`src/rtl/alu_seq_ctrl.sv`:
```
// alu_seq_ctrl: EX-stage ALU sequencer (AND/OR/ADD/SUB single-cycle, SLL iterative or barrel via BARREL_SHIFT_EN)
module alu_seq_ctrl #(
    parameter int WIDTH   = 64,
    parameter int SHAMT_W = $clog2(WIDTH)
) (
    input  logic             clk,
    input  logic             reset,
    input  logic             start,
    input  logic [3:0]       operation,
    input  logic [WIDTH-1:0] a,
    input  logic [WIDTH-1:0] b,
    input  logic             flush,
    output logic [WIDTH-1:0] result,
    output logic             zero,
    output logic             done,
    output logic             stall,
    output logic             illegal_op
);
    typedef enum logic {IDLE, SHIFT} state_t;
    localparam logic [3:0] OP_AND = 4'b0000;
    localparam logic [3:0] OP_OR  = 4'b0001;
    localparam logic [3:0] OP_ADD = 4'b0010;
    localparam logic [3:0] OP_SUB = 4'b0110;
    localparam logic [3:0] OP_SLL = 4'b0100;
    state_t             state_q, state_d;
    logic [WIDTH-1:0]   acc_q, acc_d, result_q, result_d;
    logic [SHAMT_W-1:0] cnt_q, cnt_d;
    logic               zero_q, zero_d, done_q, done_d, illegal_q, illegal_d;
    logic [SHAMT_W-1:0] shamt;
    assign shamt = b[SHAMT_W-1:0];
    // next-state, accumulator and result selection; flush beats start and shift completion
    always_comb begin
        state_d   = state_q;
        acc_d     = acc_q;
        cnt_d     = cnt_q;
        result_d  = result_q;
        done_d    = 1'b0;
        illegal_d = 1'b0;
        if (state_q == IDLE) begin
            if (start && !flush) begin
                done_d = 1'b1;
                case (operation)
                    OP_AND: result_d = a & b;
                    OP_OR:  result_d = a | b;
                    OP_ADD: result_d = a + b;
                    OP_SUB: result_d = a - b;
`ifdef BARREL_SHIFT_EN
                    OP_SLL: result_d = a << shamt;
`else
                    OP_SLL: begin
                        result_d = (shamt == '0) ? a : result_q;
                        done_d   = (shamt == '0);
                        acc_d    = a;
                        cnt_d    = shamt;
                        state_d  = (shamt == '0) ? IDLE : SHIFT;
                    end
`endif
                    default: begin
                        result_d  = '0;
                        illegal_d = 1'b1;
                    end
                endcase
            end
        end else if (flush) begin
            state_d = IDLE;
        end else begin
            acc_d = acc_q << 1;
            cnt_d = cnt_q - 1'b1;
            if (cnt_q == SHAMT_W'(1)) begin
                result_d = acc_q << 1;
                done_d   = 1'b1;
                state_d  = IDLE;
            end
        end
        zero_d = done_d ? (result_d == '0) : zero_q;
    end
    // state and output registers with synchronous reset
    always_ff @(posedge clk) begin
        if (reset) begin
            state_q   <= IDLE;
            acc_q     <= '0;
            cnt_q     <= '0;
            result_q  <= '0;
            zero_q    <= 1'b0;
            done_q    <= 1'b0;
            illegal_q <= 1'b0;
        end else begin
            state_q   <= state_d;
            acc_q     <= acc_d;
            cnt_q     <= cnt_d;
            result_q  <= result_d;
            zero_q    <= zero_d;
            done_q    <= done_d;
            illegal_q <= illegal_d;
        end
    end
    assign result     = result_q;
    assign zero       = zero_q;
    assign done       = done_q;
    assign illegal_op = illegal_q;
`ifdef BARREL_SHIFT_EN
    assign stall = 1'b0;
`else
    assign stall = (state_q == SHIFT);
`endif
endmodule

```
`config.mk`:
```
export PLATFORM = sky130hd
export DESIGN_NAME = alu_seq_ctrl
export DESIGN_NICKNAME = d
export VERILOG_FILES = /design/src/rtl/alu_seq_ctrl.sv
export SDC_FILE = /design/constraint.sdc
export NUM_CORES = 1
export LEC_CHECK = 0
export CAP_MARGIN = 10
export CORE_MARGIN = 4
export CORE_UTILIZATION = 25
export DETAILED_ROUTE_END_ITERATION = 6
export PLACE_DENSITY = 0.52
export SETUP_SLACK_MARGIN = 0.5
export SYNTH_ARGS = -nofsm -noshare
export SYNTH_HDL_FRONTEND = slang
export SYNTH_SLANG_ARGS = --single-unit
```
`constraint.sdc`:
```
create_clock -name clk -period 10.2 [get_ports clk]
set_input_delay 3.06 -clock clk [delete_from_list [all_inputs] [get_ports clk]]
set_output_delay 3.06 -clock clk [all_outputs]
set_load 0.02 [all_outputs]
```
# --- Word-level counts from Yosys, hierarchy flattened ---
# Index checks and enable logic that the tools add are counted.
totals:
  word_cells: 55
  input_bits: 136
  reg_bits: 137
  out_inout_bits: 68
classes:
  n_bitwise: 3
  reduce_logical: 10
  mux: 26
  addsub: 3
  n_eq_ne: 6
ops:
  columns: ["operator", "n"]
  rows:
  - ["$mux 64", 5]
  - ["$pmux 64 s5", 1]
  - ["$mux 63", 4]
  - ["$add 64x64->64", 1]
  - ["$and 64x64->64", 1]
  - ["$logic_not 64->1", 1]
  - ["$or 64x64->64", 1]
  - ["$sub 64x64->64", 1]
  - ["$mux 6", 4]
  - ["$mux 1", 12]
  - ["$eq 4x3->1 const B", 2]
  - ["$eq 6x1->1 const B", 1]
  - ["$logic_not 6->1", 1]
  - ["$sub 6x1->6 const B", 1]
  - ["$reduce_or 5->1", 1]
  - ["$eq 4x1->1 const B", 1]
  - ["$eq 4x2->1 const B", 1]
  - ["$logic_not 4->1", 1]
  - ["$reduce_bool 2->1", 2]
  - ["$reduce_and 3->1", 1]
  - ["$reduce_or 3->1", 1]
  - ["$ne 2x2->1 const B", 1]
  - ["$logic_and 1x1->1", 1]
  - ["$logic_not 1->1", 1]
  - ["$not 1->1", 1]

# --- Depth between registers and ports, before layout ---
# Gate-level depths: netlist (run 1).
logic_depth:
  depth_word: 6
  ltp_mapped: 26
  depth_no_buf: 24

# --- Worst setup path before layout (run 1) ---
# Ideal clock, no wire load.
synth_path:
  kind: "input -> register"
  startpoint: "input operation[1]"
  endpoint: "register zero_q, in the netlist zero"
  setup_time_ps: 84
  t_required_ps: 10116
  n_path_buf: 6
  setup_slack_ps: 1933
  stages: 23
  arrival_time_ps: 8183
  path_cell_list: "buf_2 > nor3b_1 > clkbuf_1 > buf_1 > clkbuf_1 > nand2_1 > clkbuf_1 > o21ai_0 > xor2_1 > ha_1 > clkbuf_1 > a21oi_1 > o21a_1 > o221a_2 > o221ai_1 > a221oi_2 > nand4_1 > or4_1 > nor4b_2 > nand3_1 > nor4_2 > nand4b_1 > o31ai_2"
synth_via:
  elab_chain_len: 5
  elab_cells_between_ends: 12
  classes_between: "eq/ne: 4; mux: 6; reduce/logical: 2"
synth_rtl:
  columns: ["element", "line_no", "text"]
  rows:
  - ["start: declaration", "9", "input logic [3:0] operation,"]
  - ["$eq 4x3->1, or another cell as far along", "42", "case (operation)"]
  - ["$pmux 64 s5", "42", null]
  - ["$mux 64", "40", "if (start && !flush) begin"]
  - ["$mux 64", "39", "if (state_q == IDLE) begin"]
  - ["$logic_not 64->1", "75", "zero_d = done_d ? (result_d == '0) : zero_q;"]
  - ["end signal: assignment", "92", "zero_q <= zero_d;"]
  - ["end: declaration", "28", "logic zero_q, zero_d, done_q, done_d, illegal_q, illegal_d;"]
# Parallel ways exist; a longest one is shown, timed or not.
# A chain may end at the register's enable or synchronous reset.

# --- Final worst setup path (run 1) ---
layout_path:
  startpoint: "input b[7]"
  endpoint: "register zero_q, in the netlist zero"
layout_via:
  elab_chain_len: 5
  elab_cells_between_ends: 8
  classes_between: "add/sub: 2; mux: 3; bitwise: 2; reduce/logical: 1"
layout_rtl:
  columns: ["element", "line_no", "text"]
  rows:
  - ["start: declaration", "11", "input logic [WIDTH-1:0] b,"]
  - ["$sub 64x64->64, or another cell as far along", "46", "OP_SUB: result_d = a - b;"]
  - ["$pmux 64 s5 (*)", "42", null]
  - ["$mux 64 (*)", "40", null]
  - ["$mux 64 (*)", "39", null]
  - ["$logic_not 64->1 (*)", "75", null]
# Mark *: on every way between the ends. The rest lies on a longest branch, timed or not.

==> out/metrics.yaml, run 1 <==
status:
  outcome: "complete, no violations"
yosys:
  synth_fp_nets: 2307
  synthArstFlopShare_pct: 0
  ys_seq_area_share_pct: 18.6
  yosys_warnings: 0
  ys_types: 91
  synth_top_area_cell: "dfxtp_1"
  synth-seq-cells: 137
  dominantRegCellSynth: "dfxtp_1"
  yosysMostFrequentCell: "nand2_1"
  netlist_area_sq_mm: 0.0147
  synth_common_cells: "nand2_1, a21oi_1, nor2_1, dfxtp_1, o21ai_0"
  syn_avg_cell_area_sq_um: 7.00
  synthTopCellsByArea: "dfxtp_1, a21oi_1, nand2_1"
  synth_top_cell_area_share_pct: 18.6
  synth_edf_count: 0
  syn_inst: 2102
clock_network:
  hold_buffers: 0
  clockBufferDepth: 2
  cts.sinks: 137
  cts_tree: "yes"
  cts_root_buf: "clkbuf_16"
  htreeDepth: 4
  clk-insertion-delay-late_ns: 0.51
  path_clk_slew_ns: 0.07
  numCtsBuffers: 17
final_layout:
  layout-drive-gt1-share_pct: 6.49
  area_growth_pct: 24.0
  nNetsFinal: 2441
timing:
  fmax_mhz: 106
  fin_crit_sh_pct: 92.5
  fin_worst_skew_ns: 0.0149
  hold_violations: 0
  max_slew_margin_pct: 16.9
  finalSetupViolations: 0
  worst_slew_pin_slew_ns: 1.24
  tns_ns: 0
  timing.final.crit_period_ns: 9.43
  timing.final.max_slew_violations: 0
  rsz0062_at_grt: "false"
floorplan:
  die_y_um: 251
  num_io_pins: 204
  coreArea_sq_mm: 0.0580
  rows: 88
  start_util_pct: 25.4
  die_area_sq_mm: 0.0628
  dieWidth_um: 251
critical_path:
  cp_max_fo: 6
  critical-path-top-delay-family: "simple AND/OR/NAND/NOR gates"
  cp_slowest_cell: "or3_1"
  cp.buffers_inverters: 3
  worstSetupStartpointType: "primary input"
  crit_chain: "clkdlybuf4s50_1 -> or4_1 -> nor3_1 -> and2_1 -> nand4_1 -> or3_1 -> nor2b_1 -> nor2_1 -> xnor2_1 -> ha_1 -> nand2_1 -> or3_1 -> nor3_1 -> buf_4 -> o311ai_1 -> buf_4 -> a21oi_1 -> o31ai_1 -> a211oi_1 -> nand4_1 -> nor4_2 -> nand4_1 -> o31ai_2"
  critPathMostFrequentCell: "nand4_1"
  required_ns: 10.62
  crit_arrival_ns: 9.85
  slowest_delay_ns: 0.60
  path_class: "primary input to flip-flop"
  crit_path_end_kind: "flip-flop"
grt:
  grt_usage_pct: 24.1
  grt_max_degree: 74
  grt_use_met1_pct: 33.5
  grt_pass1_wl_mm: 115
  met2_usage_pct: 36.9
  busiest_layer: "met2"
  grt_antenna_before_repair: 0
  gr-total-overflow: 0
  grt_pass1_vias: 17193
  grtUsageMet3_pct: 4.27
detailed_routing:
  vias_per_cell: 5.91
  wirelength_mm: 78.9
  drtIter0Drc: 1884
  vias: 17810
  ant_nets: 0
  drcViolationCount: 0
  wl_per_cell_um: 26.2
  first_pass_iters: 6
power_and_ir_drop:
  vdd_drop_max_mv: 0.118
  totalPowerFinal_uw: 1900
  power_density_mw_per_mm2: 104
  p_leak_uw: 0.00628
placed_design:
  gp_congestion: 0.968
  dp_hpwl_mm: 59.4
  io_buffers: 203
min_path:
  hold_class: "flip-flop to flip-flop"
job:
  maxCapViolations: 0
worst paths after layout:
check / start / to / slack, ns / cells past startpoint
setup / recovery: b[7] / zero$_SDFFE_PP0P_ / 0.77 / 23
hold / removal: cnt_q[1]$_SDFFE_PP0P_ / cnt_q[1]$_SDFFE_PP0P_ / 0.48 / 2
setup reg to reg: stall$_SDFF_PP0_ / zero$_SDFFE_PP0P_ / 4.81 / 11
hold reg to reg: cnt_q[1]$_SDFFE_PP0P_ / cnt_q[1]$_SDFFE_PP0P_ / 0.48 / 2
cell families (layout without fill, tap and decap cells):
kind of cell | after synthesis | after routing | synth area share, %
fa+ha+maj | 84 | 84 | 6.95
other cells | 0 | 1 | 0
xor+xnor | 96 | 96 | 5.72
buf+inv | 195 | 342 | 5.21
compound gates | 788 | 788 | 35.2
flops | 137 | 137 | 18.6
mux | 78 | 78 | 5.32
simple gates | 724 | 724 | 23.0
timing repair:
action / 4_1_cts / 5_1_grt
buffers inserted: 0 / 1
gates resized for setup: 0 / 5
setup endpoints to repair: 0 / 2
layout by cell type, fill, tap and decap left out, types with 40 or more instances in the layout:
cell type        count
xnor2_1             48
mux2i_1             76
nand2_1            264
xor2_1              48
buf_4               67
a31oi_1             44
o21ai_0            134
a211oi_1           102
inv_1               40
dfxtp_1            136
a21oi_1            219
nor2_1             209
nor3_1              48
ha_1                68
clkdlybuf4s50_1    201
stage by stage:
step	hold WS, ns	area, sq um	instances	utilization [%]	worst slack [ns]
2_1_floorplan	0.445	14700	2102	-	1.93
6_report	0.482	18200	3015	31.4	0.768
3_5_place_dp	0.468	17600	2981	30.4	0.00123
3_3_place_gp	0.466	17600	2981	30.4	0.0300
4_1_cts	0.478	18200	3013	31.4	0.514
5_1_grt	0.530	18200	3014	31.4	0.506
worst register-to-register path: stages, from the launching register on:
cell and delay [ns]:
dfxtp_4 0.93, clkinv_1 0.95, nand2_1 0.91, nor3_1 0.14, a221oi_1 0.50, inv_1 0.18, a221oi_1 0.40, and4_1 0.33
nand3_1 0.19, nor4_2 0.37, nand4b_1 0.19, o31ai_2 0.25
power breakdown:
group	switching [uW]	internal, uW
clock	295	365
sequential	10.5	544
combinational	436	253
routing by layer:
metal  vias to the layer above  wire (um)
met1                      8618      35700
li1                       8184          -
met4                         0       2860
met3                       142       5910
met5                         -          0
met2                       866      34400
cell type report:
cell class | instances | area (sq um)
fill | 6211 | 39800
clock buffer | 18 | 439
tap | 765 | 957
multi-input combinational | 1770 | 11300
antenna | 1 | 2.50
timing repair buffer | 269 | 2520
inverter | 41 | 154
sequential | 137 | 2750
clock inverter | 14 | 148
registers in the layout, summed over array words and instances, names as in the netlist:
register    count
illegal_op      1
stall           1
acc_q          63
zero            1
done            1
cnt_q           6
result         64
Power figures use the tool's default switching activity.
==> inputs of run 2 (changes only) <==
--- a/config.mk
+++ b/config.mk
@@ -6,10 +6,13 @@
 export NUM_CORES = 1
 export LEC_CHECK = 0
 export CAP_MARGIN = 10
+export CELL_PAD_IN_SITES_DETAIL_PLACEMENT = 1
+export CELL_PAD_IN_SITES_GLOBAL_PLACEMENT = 2
 export CORE_MARGIN = 4
 export CORE_UTILIZATION = 25
+export CTS_CLUSTER_SIZE = 8
 export DETAILED_ROUTE_END_ITERATION = 6
-export PLACE_DENSITY = 0.52
+export PLACE_DENSITY = 0.76
 export SETUP_SLACK_MARGIN = 0.5
 export SYNTH_ARGS = -nofsm -noshare
 export SYNTH_HDL_FRONTEND = slang
==> out/metrics.yaml, run 2 (same netlist as run 1, synthesis figures left out) <==
floorplan:
  die_area_sq_mm: 0.0628
  start_util_pct: 25.4
  rows: 88
  coreArea_sq_mm: 0.0580
  die_y_um: 251
  dieWidth_um: 251
  num_io_pins: 204
timing:
  timing.final.crit_period_ns: 9.45
  holdWs_ns: 0.499
  finalWorstSetupSlack_ns: 0.750
  hold_violations: 0
  max_slew_margin_pct: 7.62
  rsz0062_at_grt: "false"
  timing.final.max_slew_violations: 0
  fmax_mhz: 106
  finalSetupViolations: 0
  tns_ns: 0
  fin_crit_sh_pct: 92.6
  fin_worst_skew_ns: 0.0227
  worst_slew_pin_slew_ns: 1.38
placed_design:
  dp_hpwl_mm: 62.6
  place_inst: 2983
  pre_cts_ws_ns: 0.209
  io_buffers: 203
  gp_congestion: 0.937
grt:
  grt_antenna_before_repair: 1
  grt_max_degree: 80
  grt_pass1_vias: 18206
  grt_pass1_wl_mm: 122
  grt_usage_pct: 25.4
  gr-total-overflow: 0
critical_path:
  crit_path_end_kind: "flip-flop"
  crit_arrival_ns: 9.87
  slowest_delay_ns: 0.56
  crit_chain: "clkdlybuf4s50_1 -> or4_1 -> nor3_1 -> buf_4 -> and2_1 -> nand4_1 -> or3_1 -> nor2b_1 -> nor2_1 -> xnor2_1 -> ha_1 -> nand2_1 -> or3_1 -> nor3_1 -> buf_4 -> o311ai_1 -> buf_4 -> a21oi_1 -> o31ai_1 -> a211oi_1 -> nand4_1 -> nor4_2 -> nand4_1 -> o31ai_2"
  worstSetupStartpointType: "primary input"
  path_class: "primary input to flip-flop"
  cp_max_fo: 7
  cp_slowest_cell: "clkdlybuf4s50_1"
  required_ns: 10.62
clock_network:
  cts_tree: "yes"
  cts_setup_buffers: 0
  cts_root_buf: "clkbuf_16"
  htreeDepth: 4
  cts_resized: 0
  hold_buffers: 0
  cts.sinks: 137
  numCtsBuffers: 17
  path_clk_slew_ns: 0.07
  clockBufferDepth: 2
  clk-insertion-delay-late_ns: 0.51
detailed_routing:
  first_pass_iters: 6
  drcViolationCount: 0
  vias: 18235
  ant_nets: 0
  wl_per_cell_um: 27.4
  drtIter0Drc: 1767
  wirelength_mm: 82.7
  vias_per_cell: 6.05
final_layout:
  layout-drive-gt1-share_pct: 6.58
  area_growth_pct: 24.0
  largest_reg_flops: 64
  post_layout_nonfiller_instances: 3015
  fin_util_pct: 31.4
  nNetsFinal: 2442
  n_antenna_cell: 0
  fill_cells: 7098
  final_common_cell: "nand2_1"
  layout_common_cells: "nand2_1, a21oi_1, nor2_1, clkdlybuf4s50_1, dfxtp_1"
status:
  outcome: "complete, no violations"
job:
  maxCapViolations: 0
power_and_ir_drop:
  vdd_drop_max_mv: 0.136
  p_leak_uw: 0.00628
  power_density_mw_per_mm2: 106
min_path:
  hold_class: "flip-flop to flip-flop"
## run 2: power by group
| group | leakage, uW | internal [uW] | total (uW) | switching, uW |
|---|---|---|---|---|
| clock network | 0.000275 | 366 | 676 | 310 |
| registers | 0.00111 | 544 | 554 | 10.3 |
| logic | 0.00490 | 253 | 698 | 445 |
| total | 0.00628 | 1160 | 1930 | 765 |
## run 2: per-layer routing
layer	up-vias	wire length, um	track usage [%]
li1	8187	-	-
met1	9149	37500	34.8
met2	761	37000	40.3
met3	138	5690	4.54
met4	0	2550	8.53
met5	-	0	0
## run 2: stage by stage
stage | instance area [sq um] | power, uW
floorplan | 14700 | 959
global placement | 17600 | 1240
detailed placement | 17600 | 1250
CTS | 18200 | 1930
global route | 18200 | 2010
finish | 18200 | 1930
## run 2: area by class of cell
cell class / instances / area, sq um / area share (%)
Clock buffer: 18 / 439 / 2.41
Sequential cell: 137 / 2750 / 15.1
Multi-Input combinational cell: 1770 / 11300 / 61.8
Clock inverter: 14 / 148 / 0.810
Tap cell: 765 / 957 / 5.25
Inverter: 41 / 154 / 0.844
Timing Repair Buffer: 270 / 2530 / 13.9
## run 2: worst max-delay path: cells and delay by family
kind            cells  cell delay (ns)
simple gates       13             4.04
compound gates      5             1.04
fa+ha+maj           1             0.42
buf+inv             4             1.14
xor+xnor            1             0.14
## run 2: final timing paths
kind	slack, ns	from	cells after the start	to
max	0.75	b[6]	24	zero$_SDFFE_PP0P_
min reg2reg	0.50	cnt_q[1]$_SDFFE_PP0P_	2	cnt_q[1]$_SDFFE_PP0P_
max reg2reg	5.01	cnt_q[0]$_SDFFE_PP0P_	14	zero$_SDFFE_PP0P_
min	0.50	cnt_q[1]$_SDFFE_PP0P_	2	cnt_q[1]$_SDFFE_PP0P_
==> inputs of run 3 (changes only) <==
--- a/config.mk
+++ b/config.mk
@@ -12,6 +12,7 @@
 export CORE_UTILIZATION = 25
 export CTS_CLUSTER_SIZE = 8
 export DETAILED_ROUTE_END_ITERATION = 6
+export HOLD_SLACK_MARGIN = 0.05
 export PLACE_DENSITY = 0.76
 export SETUP_SLACK_MARGIN = 0.5
 export SYNTH_ARGS = -nofsm -noshare
==> results of run 3 <==
No change in the layout: final DEF, timing and power equal those of run 2.
